$ cat src/rtl/hazard_pkg.sv
// hazard_pkg: shared types and helpers for the pipeline hazard controller.
//   FWD_*        operand-source encodings driven on fwd_a / fwd_b
//   stage_rec_t  destination shadow kept per stage {valid, wr, ld, dst}
//   src_rec_t    source fields of the instruction held in EX (forwarding only)
//   writes_reg   true when a record will write a given non-zero register
//   reads_rec    true when an instruction's used sources hit a record's destination
package hazard_pkg;

    localparam int REG_W = 5;

    localparam logic [1:0] FWD_RF  = 2'b00;
    localparam logic [1:0] FWD_WB  = 2'b01;
    localparam logic [1:0] FWD_MEM = 2'b10;

    typedef struct packed {
        logic             valid;
        logic             wr;
        logic             ld;
        logic [REG_W-1:0] dst;
    } stage_rec_t;

    typedef struct packed {
        logic             use_rs;
        logic             use_rt;
        logic [REG_W-1:0] rs;
        logic [REG_W-1:0] rt;
    } src_rec_t;

    localparam stage_rec_t BUBBLE     = '0;
    localparam src_rec_t   SRC_BUBBLE = '0;

    // $0 is hard-wired to zero, so a write to it never creates a dependency.
    function automatic logic writes_reg(input stage_rec_t rec, input logic [REG_W-1:0] r);
        return rec.valid && rec.wr && (rec.dst == r) && (r != '0);
    endfunction

    function automatic logic reads_rec(input stage_rec_t       rec,
                                       input logic             use_rs,
                                       input logic [REG_W-1:0] rs,
                                       input logic             use_rt,
                                       input logic [REG_W-1:0] rt);
        return (use_rs && writes_reg(rec, rs)) || (use_rt && writes_reg(rec, rt));
    endfunction

endpackage

$ cat src/rtl/hazard_fwd_sel.sv
// hazard_fwd_sel: operand source select for one EX operand.
//   mem_rec / wb_rec  destination shadows of the MEM and WB stages
//   use_src / src     whether the EX instruction reads this operand, and its register
//   sel               FWD_MEM if MEM writes src, else FWD_WB if WB does, else FWD_RF
// MEM holds the younger result, so it wins over WB.
import hazard_pkg::*;

module hazard_fwd_sel (
    input  stage_rec_t       mem_rec,
    input  stage_rec_t       wb_rec,
    input  logic             use_src,
    input  logic [REG_W-1:0] src,
    output logic [1:0]       sel
);

    // The load flag does not matter once a result exists in MEM or WB.
    logic unused_ld;
    assign unused_ld = mem_rec.ld ^ wb_rec.ld;

    always_comb begin
        sel = FWD_RF;
        if (use_src) begin
            if (writes_reg(mem_rec, src)) begin
                sel = FWD_MEM;
            end else if (writes_reg(wb_rec, src)) begin
                sel = FWD_WB;
            end
        end
    end

endmodule

$ cat src/rtl/hazard_ctrl.sv
// hazard_ctrl: stall / flush / forwarding scheduler for the 5-stage MIPS pipeline.
// Sits beside ID and keeps its own shadow of the EX, MEM (and WB) destinations.
// Ports:
//   clk, rst_n                      clock, asynchronous active-low reset
//   id_valid                        IF/ID holds a real instruction
//   id_rs, id_rt, id_use_rs/rt      ID sources and whether they are read
//   id_reg_write, id_mem_to_reg     control bits of the ID instruction
//   id_wr_reg                       ID destination after the RegDst mux
//   ex_branch_taken                 branch in EX resolved taken this cycle
//   stall                           hold PC and IF/ID, bubble into ID/EX
//   flush_ifid, flush_idex          zero those pipeline registers next edge
//   fwd_a, fwd_b                    EX operand sources (FWD_RF / FWD_WB / FWD_MEM)
//   stall_cnt                       saturating count of stall cycles since reset
// Build option HAZARD_FORWARDING_EN:
//   defined   - MEM/WB forwarding; only a load feeding the next instruction stalls.
//   undefined - no forwarding (fwd = 00); any EX or MEM producer of an ID source stalls.
// stall, flushes and fwd are combinational in the same cycle.
import hazard_pkg::*;

module hazard_ctrl #(
    parameter int REG_AW = 5,
    parameter int CNT_W  = 16
) (
    input  logic              clk,
    input  logic              rst_n,
    input  logic              id_valid,
    input  logic [REG_AW-1:0] id_rs,
    input  logic [REG_AW-1:0] id_rt,
    input  logic              id_use_rs,
    input  logic              id_use_rt,
    input  logic              id_reg_write,
    input  logic              id_mem_to_reg,
    input  logic [REG_AW-1:0] id_wr_reg,
    input  logic              ex_branch_taken,
    output logic              stall,
    output logic              flush_ifid,
    output logic              flush_idex,
    output logic [1:0]        fwd_a,
    output logic [1:0]        fwd_b,
    output logic [CNT_W-1:0]  stall_cnt
);

    stage_rec_t id_rec;
    stage_rec_t ex_rec;
    stage_rec_t mem_rec;
    logic       hazard;
    logic       ex_load_bubble;

    assign id_rec = '{valid: id_valid, wr: id_reg_write, ld: id_mem_to_reg, dst: id_wr_reg};

    // A branch in EX puts the ID instruction on the wrong path, so the flush
    // overrides any stall. Flushes are held low while reset is asserted.
    assign flush_ifid = ex_branch_taken && rst_n;
    assign flush_idex = ex_branch_taken && rst_n;
    assign stall      = hazard && !ex_branch_taken;

    assign ex_load_bubble = stall || flush_idex || !id_valid;

`ifdef HAZARD_FORWARDING_EN
    stage_rec_t wb_rec;
    src_rec_t   ex_src;

    // With forwarding only a load still in EX is too late for the ID reader.
    assign hazard = id_valid && ex_rec.ld &&
                    reads_rec(ex_rec, id_use_rs, id_rs, id_use_rt, id_rt);

    hazard_fwd_sel u_fwd_a (
        .mem_rec (mem_rec),
        .wb_rec  (wb_rec),
        .use_src (ex_src.use_rs),
        .src     (ex_src.rs),
        .sel     (fwd_a)
    );

    hazard_fwd_sel u_fwd_b (
        .mem_rec (mem_rec),
        .wb_rec  (wb_rec),
        .use_src (ex_src.use_rt),
        .src     (ex_src.rt),
        .sel     (fwd_b)
    );

    always_ff @(posedge clk or negedge rst_n) begin
        if (!rst_n) begin
            wb_rec <= BUBBLE;
            ex_src <= SRC_BUBBLE;
        end else begin
            wb_rec <= mem_rec;
            if (ex_load_bubble) begin
                ex_src <= SRC_BUBBLE;
            end else begin
                ex_src <= '{use_rs: id_use_rs, use_rt: id_use_rt, rs: id_rs, rt: id_rt};
            end
        end
    end
`else
    // Without forwarding the reader waits until the producer reaches WB; the
    // register file writes before it reads, so WB needs no shadow here.
    assign hazard = id_valid &&
                    (reads_rec(ex_rec,  id_use_rs, id_rs, id_use_rt, id_rt) ||
                     reads_rec(mem_rec, id_use_rs, id_rs, id_use_rt, id_rt));
    assign fwd_a  = FWD_RF;
    assign fwd_b  = FWD_RF;

    logic unused_ld;
    assign unused_ld = mem_rec.ld;
`endif

    always_ff @(posedge clk or negedge rst_n) begin
        if (!rst_n) begin
            ex_rec    <= BUBBLE;
            mem_rec   <= BUBBLE;
            stall_cnt <= '0;
        end else begin
            mem_rec <= ex_rec;
            if (ex_load_bubble) begin
                ex_rec <= BUBBLE;
            end else begin
                ex_rec <= id_rec;
            end
            if (stall && (stall_cnt != '1)) begin
                stall_cnt <= stall_cnt + 1'b1;
            end
        end
    end

endmodule

$ cat config.mk
export PLATFORM = sky130hd
export DESIGN_NAME = hazard_ctrl
export DESIGN_NICKNAME = d
export VERILOG_FILES = /design/src/rtl/hazard_pkg.sv /design/src/rtl/hazard_fwd_sel.sv /design/src/rtl/hazard_ctrl.sv
export SDC_FILE = /design/constraint.sdc
export NUM_CORES = 1
export LEC_CHECK = 0
export ABC_AREA = 1
export ABC_CLOCK_PERIOD_IN_PS = 1960
export CELL_PAD_IN_SITES_DETAIL_PLACEMENT = 0
export CELL_PAD_IN_SITES_GLOBAL_PLACEMENT = 1
export CORE_ASPECT_RATIO = 1.1
export CORE_MARGIN = 2
export CORE_UTILIZATION = 35
export DETAILED_ROUTE_END_ITERATION = 16
export GPL_TIMING_DRIVEN = 0
export PLACE_DENSITY_LB_ADDON = 0.1
export SETUP_SLACK_MARGIN = 0.15
export SLEW_MARGIN = 20
export SYNTH_ARGS = -nofsm -noshare
export SYNTH_HDL_FRONTEND = slang
export SYNTH_HIERARCHICAL = 1
export SYNTH_SLANG_ARGS = --single-unit
$ cat constraint.sdc
create_clock -name clk -period 1.96 [get_ports clk]
set_input_delay 0.588 -clock clk [delete_from_list [all_inputs] [get_ports clk]]
set_output_delay 0.588 -clock clk [all_outputs]
set_load 0.03 [all_outputs]
==> results of run 1 <==
[Yosys cell counts (all sizes together)]
cell type,count
a21oi,4
and3,1
buf,7
conb,1
dfrtp,30
ha,1
inv,45
nand2,124
nand3,15
nand4,3
nor2,26
nor3,2
nor4,1
xnor2,9
xor2,7
[where the power goes]
group	switching, uW	total [uW]	leakage, uW	internal [uW]
clock network	237	520	0.0000482	283
logic	122	237	0.00112	116
registers	15.4	652	0.000400	637
[repair_timing]
item / CTS / global route
setup endpoints to repair: 42 / 26
pin swaps: 20 / 10
gates resized for setup: 106 / 26
setup buffers: 12 / 11
cloned: 1 / 1
[worst max path at each step]
stage	start	to	slack [ns]	depth (start not counted)
5_1_grt	mem_rec[1]	stall	-0.33	11
2_1_floorplan	id_rt[0]	stall	0.03	11
6_report	id_use_rs	stall	-0.24	11
4_1_cts	ex_rec[1]	stall	-0.26	11
3_3_place_gp	rst_n	flush_ifid	-1.82	5
3_5_place_dp	id_rt[0]	stall	-1.39	13
[area by class of cell]
type	count	share of cell area [%]
Clock buffer	7	3.025
Multi-Input combinational cell	197	36.39
Clock inverter	1	0.1754
Timing Repair Buffer	65	21.39
Inverter	45	6.708
Sequential cell	30	26.48
Buffer	7	2.543
Tap cell	75	3.288
[per-stage QoR]
stage	TNS [ns]	utilization [%]	cells
global placement	-30.71	46.48	394
finish	-0.2363	53.24	427
floorplan	0	-	279
global route	-0.3319	53.24	427
detailed placement	-16.00	46.38	394
CTS	-0.2556	50.16	415
[critical path, stage by stage]
cell and delay (ns):
clkdlybuf4s15_2 0.18, inv_2 0.04, a21oi_2 0.09, nand2_1 0.07, nor2_2 0.10, nand2_1 0.05
nand2_1 0.07, nand2_1 0.06, nand2_2 0.07, and3_4 0.17, buf_6 0.12
[sequential cells by signal, summed over array words and instances, names as in the netlist]
signal / cells
ex_rec: 7
mem_rec: 7
stall_cnt: 16
[routing by layer]
layer	part of all wire, %	wire, um
met4	0.78	38
met2	54	2640
met3	4.0	195
met5	0	0
met1	41	2000
[cells by family after synthesis]
group	synth area share [%]
compound gates	1.032
xor+xnor	7.226
fa+ha+maj	0.6451
buf+inv	12.26
flops	38.71
other cells	0.1934
simple gates	39.94
==> metrics.cfg, run 1 <==
[worst_setup_path]
rr_endpoint = stall_cnt[13]
worstSetupPathType = input pin to output port
crit_arrival_ns = 1.61
r2r_start = stall_cnt[1]
worst_setup_path_start_kind = input pin
endpoint_kind = output port
cp.required_ns = 1.37
r2r_slack_ns = 0.15
critical_path.max_fanout = 2
worst-r2r-cell-count = 10

[sta]
final.period_utilization_pct = 112.1
setup_ws_ns = -0.2363
rsz0062_at_grt = yes
clock_skew_ns = 0.002409
max_freq_mhz = 455.3
slew_viol_final = 0
hold_viol_final = 0
setup_violations = 1
holdWs_ns = 0.08678
period_minus_slack_ns = 2.196

[cells_and_area]
final_nets = 375
drive_above_1_share_pct = 33.81
fill_cells = 557
diodes = 0
final_common_cell = nand2_1
stdcell_area_um2 = 2854
regArea_um2 = 755.7
mostFrequentLayoutCells = nand2_1 (104), inv_1 (29), dfrtp_1 (26)
layout-area-overhead-vs-synth_pct = 47.16
multi_input_area_um2 = 1039

[placed_design]
gp_congestion = 0.8355
place_ws_ns = -1.392
port_buffers = 40
dpl.hpwl_um = 3362
placed_cell_area_um2 = 2486

[flow_run]
maxCapViolations = 0

[power]
p_per_area_nw_per_um2 = 493.8
p_leak_uw = 0.001573
power_uw = 1409
ir_drop_mv = 0.3351

[hold_path]
min-delay-path-class = input pin to async pin

[drt]
vias_per_cell = 4.290
drt_iter0_markers = 45
drt.antenna.violating_nets = 0
vias = 1832
wl_per_cell_um = 11.41
routed_wl_um = 4874
drt_pass1_iterations = 4
drc = 0

[synth]
netlist_area_um2 = 1939
synthTopCellsByArea = dfrtp_1 (39%), nand2_1 (21%), inv_1 (7.9%)
ys_types = 24
syn_area_per_cell_um2 = 7.027
synthCells = 276
yosys_warnings = 6
ys_seq_elements = 30
synth.top_cell.area_share_pct = 38.71
yosys.area.top_type = dfrtp_1
ys_seq_area_share_pct = 38.71

[global_route]
grt-ovfl-total = 0
grt_pass1_wl_um = 7734
grt-busiest-layer = met2
grt_util_met2_pct = 32.19
grt_max_degree = 17
use_met3_pct = 3.067
antenna_found_initial = 0
met1_usage_pct = 18.54
grt_pass1_vias = 1712
grt_usage_pct = 16.91

[clocking]
cts_max_level = 2
numCtsBuffers = 5
clock-sinks = 30
cts_root_buffer = clkbuf_8
cts_tree = yes
cts_buffer_depth = 2
clk_latency_ns = 0.28
clk_transition_reported_paths_ns = 0.07
cts_hold_buf = 0

[floorplan]
ios = 46
dieHeight_um = 82.07
die_w_um = 74.98
core-area_um2 = 5360
start_util_pct = 36.18
die_area_um2 = 6153
row_count = 28

[status]
violations = setup timing
status = finished with violations

Power figures use the tool's default switching activity.
==> run 2, diff against run 1 <==
--- a/config.mk
+++ b/config.mk
@@ -6,15 +6,15 @@
 export NUM_CORES = 1
 export LEC_CHECK = 0
 export ABC_AREA = 1
-export ABC_CLOCK_PERIOD_IN_PS = 1960
+export ABC_CLOCK_PERIOD_IN_PS = 2000
 export CELL_PAD_IN_SITES_DETAIL_PLACEMENT = 0
 export CELL_PAD_IN_SITES_GLOBAL_PLACEMENT = 1
 export CORE_ASPECT_RATIO = 1.1
-export CORE_MARGIN = 2
-export CORE_UTILIZATION = 35
+export CORE_MARGIN = 5
+export CORE_UTILIZATION = 32
 export DETAILED_ROUTE_END_ITERATION = 16
 export GPL_TIMING_DRIVEN = 0
-export PLACE_DENSITY_LB_ADDON = 0.1
+export PLACE_DENSITY_LB_ADDON = 0.2
 export SETUP_SLACK_MARGIN = 0.15
 export SLEW_MARGIN = 20
 export SYNTH_ARGS = -nofsm -noshare
==> constraint.sdc (replaced) <==
create_clock -name clk -period 2 [get_ports clk]
set_input_delay 0.6 -clock clk [delete_from_list [all_inputs] [get_ports clk]]
set_output_delay 0.6 -clock clk [all_outputs]
set_load 0.03 [all_outputs]
==> run 2 against run 1 <==
Effect of this change: the flow still finishes with violations (setup timing); total power grew 3.4%; via count is 3.9% lower; sequential share of layout area rose by 0.25 points; combinational power is 10% lower; first-iteration DRC count rose by 18%; flip-flop and latch count stayed put; die area increased by 25%; clock-buffer cell count down 2; sequential power decreased by 2%; non-clock buffer count decreased by 11; global-route usage decreased by 3.6 points; largest power group unchanged.
==> metrics.cfg, run 2 (synthesis gave the netlist of run 1 again) <==
[sta]
clock_skew_ns = 0.004653
setup_violations = 24
period_minus_slack_ns = 2.199
setup_ws_ns = -0.1995
slew_viol_final = 0
rsz0062_at_grt = yes
max_freq_mhz = 454.7
final.period_utilization_pct = 110.0
hold_viol_final = 0

[drt]
drt.antenna.violating_nets = 0
routed_wl_um = 4746
drt_iter0_markers = 53
vias_per_cell = 4.213
vias = 1761
wl_per_cell_um = 11.35
drt_pass1_iterations = 4
drc = 0

[floorplan]
die_area_um2 = 7719
dieHeight_um = 91.65
start_util_pct = 33.20
core-area_um2 = 5842
row_count = 29
die_w_um = 84.23
ios = 46

[global_route]
grt_usage_pct = 13.26
grt_max_degree = 19
grt_pass1_vias = 1781
grt_pass1_wl_um = 8224
antenna_found_initial = 0
grt-ovfl-total = 0

[cells_and_area]
largest_reg_flops = 16
regMostFlops = stall_cnt
final_nets = 364
stdcell_area_um2 = 2823
mostFrequentLayoutCells = nand2_1 (100), inv_1 (27), dfrtp_1 (27)
layout-area-overhead-vs-synth_pct = 45.55
drive_above_1_share_pct = 32.26
final_common_cell = nand2_1
top_regs = stall_cnt (16), ex_rec (7), mem_rec (7)
diodes = 0

[placed_design]
gp_congestion = 0.8030
place_ws_ns = -1.395
placed_cell_area_um2 = 2516
port_buffers = 40
dpl.hpwl_um = 3537

[worst_setup_path]
rr_endpoint = stall_cnt[5]
r2r_start = ex_rec[2]
crit_arrival_ns = 1.60
endpoint_kind = output port
worstSetupPathType = input pin to output port
worst_setup_path_start_kind = input pin
r2r_slack_ns = -0.12
worst-r2r-cell-count = 21
critical_path.max_fanout = 3
cp.required_ns = 1.40

[status]
status = finished with violations
violations = setup timing

[flow_run]
maxCapViolations = 0

[clocking]
cts_buffer_depth = 2
numCtsBuffers = 5
clock-sinks = 30
cts_root_buffer = clkbuf_8
clk_transition_reported_paths_ns = 0.06
clk_latency_ns = 0.28
cts_max_level = 2
cts_tree = yes

[power]
p_leak_uw = 0.001536
p_per_area_nw_per_um2 = 516.3
ir_drop_mv = 0.2612

[hold_path]
min-delay-path-class = input pin to async pin

-- run 2: cell count changes in the layout (fill, tap and decap cells not counted), moves of 4 or more --
cell	change
nand2_1	-4
buf_4	-12
nand2_2	+5
buf_6	+4
nor2_2	-4
-- run 2: repair_timing --
item                                    4_1_cts  5_1_grt
hold buffers                                  0        0
endpoints found under the setup margin       42       26
resized for setup                           118       23
cloned                                        0        1
setup buffers                                 2       10
pin swaps                                    26       17
-- run 2: per-stage QoR --
step / power (uW) / std cells / setup TNS, ns / utilization [%] / hold slack (ns)
global route: 1530 / 418 / -6.304 / 48.32 / 0.1294
CTS: 1478 / 407 / -0.2218 / 45.49 / 0.1263
finish: 1457 / 418 / -2.389 / 48.32 / 0.1369
floorplan: 750.7 / 279 / 0 / - / 0.3044
global placement: 844.4 / 396 / -30.48 / 42.69 / 0.3572
detailed placement: 849.1 / 397 / -15.11 / 43.07 / 0.3647
-- run 2: power breakdown --
| group | internal (uW) | switching (uW) | total, uW |
|---|---|---|---|
| registers | 624 | 15.3 | 639 |
| logic | 96.5 | 117 | 213 |
| clock network | 366 | 239 | 605 |
| total | 1090 | 371 | 1460 |
-- run 2: worst max-delay path by stage --
stage                     cells after the start    endpoint  startpoint  slack, ns
after floorplan                              11       stall    id_rt[0]       0.04
after global placement                        5  flush_ifid       rst_n      -1.84
after detailed placement                     13       stall    id_rt[0]      -1.39
after CTS                                    11       stall  mem_rec[1]      -0.22
after global routing                         11       stall  mem_rec[1]      -0.35
final                                        11       stall    id_rs[0]      -0.20
-- run 2: cell type report --
type / count / area [um2]
Fill cell: 605 / 3019
Multi-Input combinational cell: 197 / 1054
Sequential cell: 30 / 754.5
Timing Repair Buffer: 54 / 544.3
Inverter: 45 / 196.4
Tap cell: 77 / 96.34
Clock buffer: 5 / 68.82
Buffer: 7 / 68.82
Clock inverter: 3 / 40.04
-- run 2: critical path, stage by stage --
cell and delay, ns:
buf_2 0.14, inv_4 0.04, a21oi_2 0.12, nand2_1 0.05, nor2_1 0.09, nand2_1 0.05, nand2_1 0.06, nand2_1 0.06
nand2_2 0.08, and3_4 0.18, buf_6 0.12
-- run 2: per-layer routing --
metal / GRT usage [%] / share of wire [%] / vias up / wire (um)
met1: 15.43 / 43 / 774 / 2043
met5: 0 / 0 / - / 0
li1: - / - / 948 / -
met4: 4.424 / 1.4 / 0 / 65
met2: 23.68 / 51 / 34 / 2441
met3: 3.315 / 4.1 / 5 / 196
==> RTL edit: new RTL, flow settings as in run 1 <==
The parameter `CNT_W` goes from 16 to 32.
--- a/src/rtl/hazard_ctrl.sv
+++ b/src/rtl/hazard_ctrl.sv
@@ -19,7 +19,7 @@
 
 module hazard_ctrl #(
     parameter int REG_AW = 5,
-    parameter int CNT_W  = 16
+    parameter int CNT_W  = 32
 ) (
     input  logic              clk,
     input  logic              rst_n,
Interface: changed (resized stall_cnt); port bits go from 46 to 62. No check against the original RTL was run, so the function may have changed too.
==> RTL edit against run 1 <==
- the flow still finishes with violations (setup timing)
- wire length is 90% higher
- count of clock-buffer cells in the layout unchanged
- sequential share of layout area fell by 1.1 points
- sequential cell count rose by 16
- utilization is 2.1 points lower
- design area up 61%
- total power increased by 45%
- setup slack worse by 0.00052 ns
- synthesized area up 68%
- largest cell class unchanged
- largest power group unchanged
==> RTL edit: results (changes against run 1) <==
metric,value,unit,change
status,finished with violations,,unchanged
failing checks,setup timing,,unchanged
share of layout cells above drive strength 1,35.1,%,was 33.8%
Post-DRT Antenna Nets,0,,unchanged
relative slew slack,63.0,%,
worst setup margin,-0.237,ns,was -0.236 ns
DR pass1 iterations,4,,unchanged
total number of yosys warnings,6,,unchanged
first-pass GRT wire length,15.5,mm,was 7.73 mm
Longest Clk Path Bufs,2,,unchanged
DPL Wire Length,6.84,mm,was 3.36 mm
ANT cells,0,,unchanged
VDD IR max,0.000231,V,was 0.000335 V
Root Buffer,clkbuf_8,,unchanged
CP max FO,2,,unchanged
RR Startpoint,mem_rec[3],,was stall_cnt[1]
total number of vias,3104,,was 1832
R2R cell count,16,,was 10
CTS Buf Count,5,,unchanged
H-tree Lvls,2,,unchanged
LEAKAGE,0.00232,uW,was 0.00157 uW
Final Setup Violations,26,,was 1
fillers,912,,was 557
Critical R2R Capture,stall_cnt[28],,was stall_cnt[13]
vias in the first global route,3167,,was 1712
initial DRC count,160,,was 45
top post-synthesis cells by area,"dfrtp_1 35%, nand2_1 17%, nand2_2 8.5%, inv_1 6.7%, nor2_1 5.3%",,"was dfrtp_1 39%, nand2_1 21%, inv_1 7.9%, nand2_2 4.5%, nor2_1 4.5%"
Commonest cells post-synth,"144 x nand2_1, 58 x inv_1, 46 x dfrtp_1, 46 x nor2_1, 44 x nand2_2",,"was 110 x nand2_1, 41 x inv_1, 30 x dfrtp_1"
clock skew,0.00710,ns,was 0.00241 ns
Global Route Usage Sum,19.9,%,was 16.9%
PortBufs,56,,was 40
antenna violations before repair,0,,unchanged
Synth async-reset ratio,100,%,unchanged
r2r setup slk,-0.03,ns,was 0.15 ns
largest net degree at the start of global routing,19,,was 17
biggest regs,"stall_cnt: 32 flops, ex_rec: 7 flops, mem_rec: 7 flops",,"was stall_cnt: 16 flops, ex_rec: 7 flops, mem_rec: 7 flops"
wire per inst,14.0,um,was 11.4 um
Final #Nets,573,,was 375
Final GP Congestion,0.796,,was 0.836
clk_lat worst skew,0.31,ns,was 0.28 ns
"CTS clk-pin slew, worst paths",0.09,ns,was 0.07 ns
Arrival @ worst endpoint,1.61,ns,about the same
Yosys cell types,32,,was 24
DP Worst Slack,-1.44,ns,was -1.39 ns
worst hold margin,0.0775,ns,was 0.0868 ns
"Seq/Total Area, Yosys",35.4,%,was 38.7%
post-synth top area share,35.4,%,was 38.7%
Hold Crit Class,in -> async,,unchanged
## RTL edit: changes by cell type after synthesis, sizes merged, moves of 2 or more
cell   change
inv       +19
xor2      +10
nor2      +25
nand4      +9
nor3      +12
dfrtp     +16
o21ai      +2
nand3     +11
nand2     +65
xnor2      +4
buf        +3
## RTL edit: how the worst max path moves through the flow
stage / startpoint / slack [ns] / endpoint
final: id_use_rt / -0.24 / stall
after global routing: ex_rec[2] / -0.35 / stall
after detailed placement: id_rt[0] / -1.44 / stall
after CTS: ex_rec[0] / -0.28 / stall
after global placement: rst_n / -2.43 / flush_ifid
after floorplan: id_rt[0] / 0.05 / stall
## RTL edit: power by group
part	leakage [uW]	switching, uW	internal [uW]
combinational	0.00165	166	122
sequential	0.000609	21.3	970
clock	0.0000585	343	416
total	0.00232	530	1510
## RTL edit: kinds of logic (layout without fill, tap and decap cells)
| logic type | after synthesis | in the layout | synth area share [%] |
|---|---|---|---|
| simple gates | 296 | 296 | 44.2 |
| buf+inv | 75 | 167 | 10.9 |
| flops | 46 | 46 | 35.4 |
| xor+xnor | 30 | 30 | 8.09 |
| compound gates | 6 | 6 | 0.924 |
| fa+ha+maj | 1 | 1 | 0.385 |
| other cells | 1 | 4 | 0.115 |
## RTL edit: worst max-delay path: stages
cell	delay, ns
clkdlybuf4s15_1	0.17
inv_2	0.04
a21oi_2	0.08
nand2_1	0.09
nor2_2	0.10
nand2_1	0.07
nand2_2	0.10
nand2_4	0.07
nand2_8	0.08
nand2_8	0.05
clkinv_4	0.05
buf_6	0.11
## RTL edit: layer usage
layer | share of wire [%] | global-route usage, % | vias up
met5 | 0 | 0 | -
met4 | 1.7 | 4.90 | 0
met3 | 4.2 | 2.81 | 11
met2 | 52 | 35.7 | 61
met1 | 42 | 24.7 | 1467
li1 | - | - | 1565
## RTL edit: metrics by stage
stage	TNS (ns)	std cells	utilization, %	instance area (um^2)	total power, uW
floorplan	0	458	-	3310	1140
global placement	-87.13	628	44.8	4020	1260
detailed placement	-28.37	629	45.0	4030	1270
CTS	-1.73	660	50.3	4510	2060
global route	-4.61	664	51.1	4580	2130
finish	-0.732	664	51.1	4580	2040
## RTL edit: layout make-up
| class | count | share of cell area (%) |
|---|---|---|
| clock buffers | 7 | 1.88 |
| repair buffers | 84 | 18.3 |
| plain buffers | 10 | 2.35 |
| multi-input cells | 337 | 42.5 |
| flip-flops and latches | 46 | 25.3 |
| inverters | 65 | 5.82 |
| clock inverters | 1 | 0.655 |
| well taps | 114 | 3.11 |
## RTL edit: timing repair
action / in CTS / in global routing
buffers inserted: 18 / 4
cloned: 5 / 0
endpoints found under the setup margin: 74 / 45
pin swaps: 24 / 5
gates resized for setup: 167 / 36
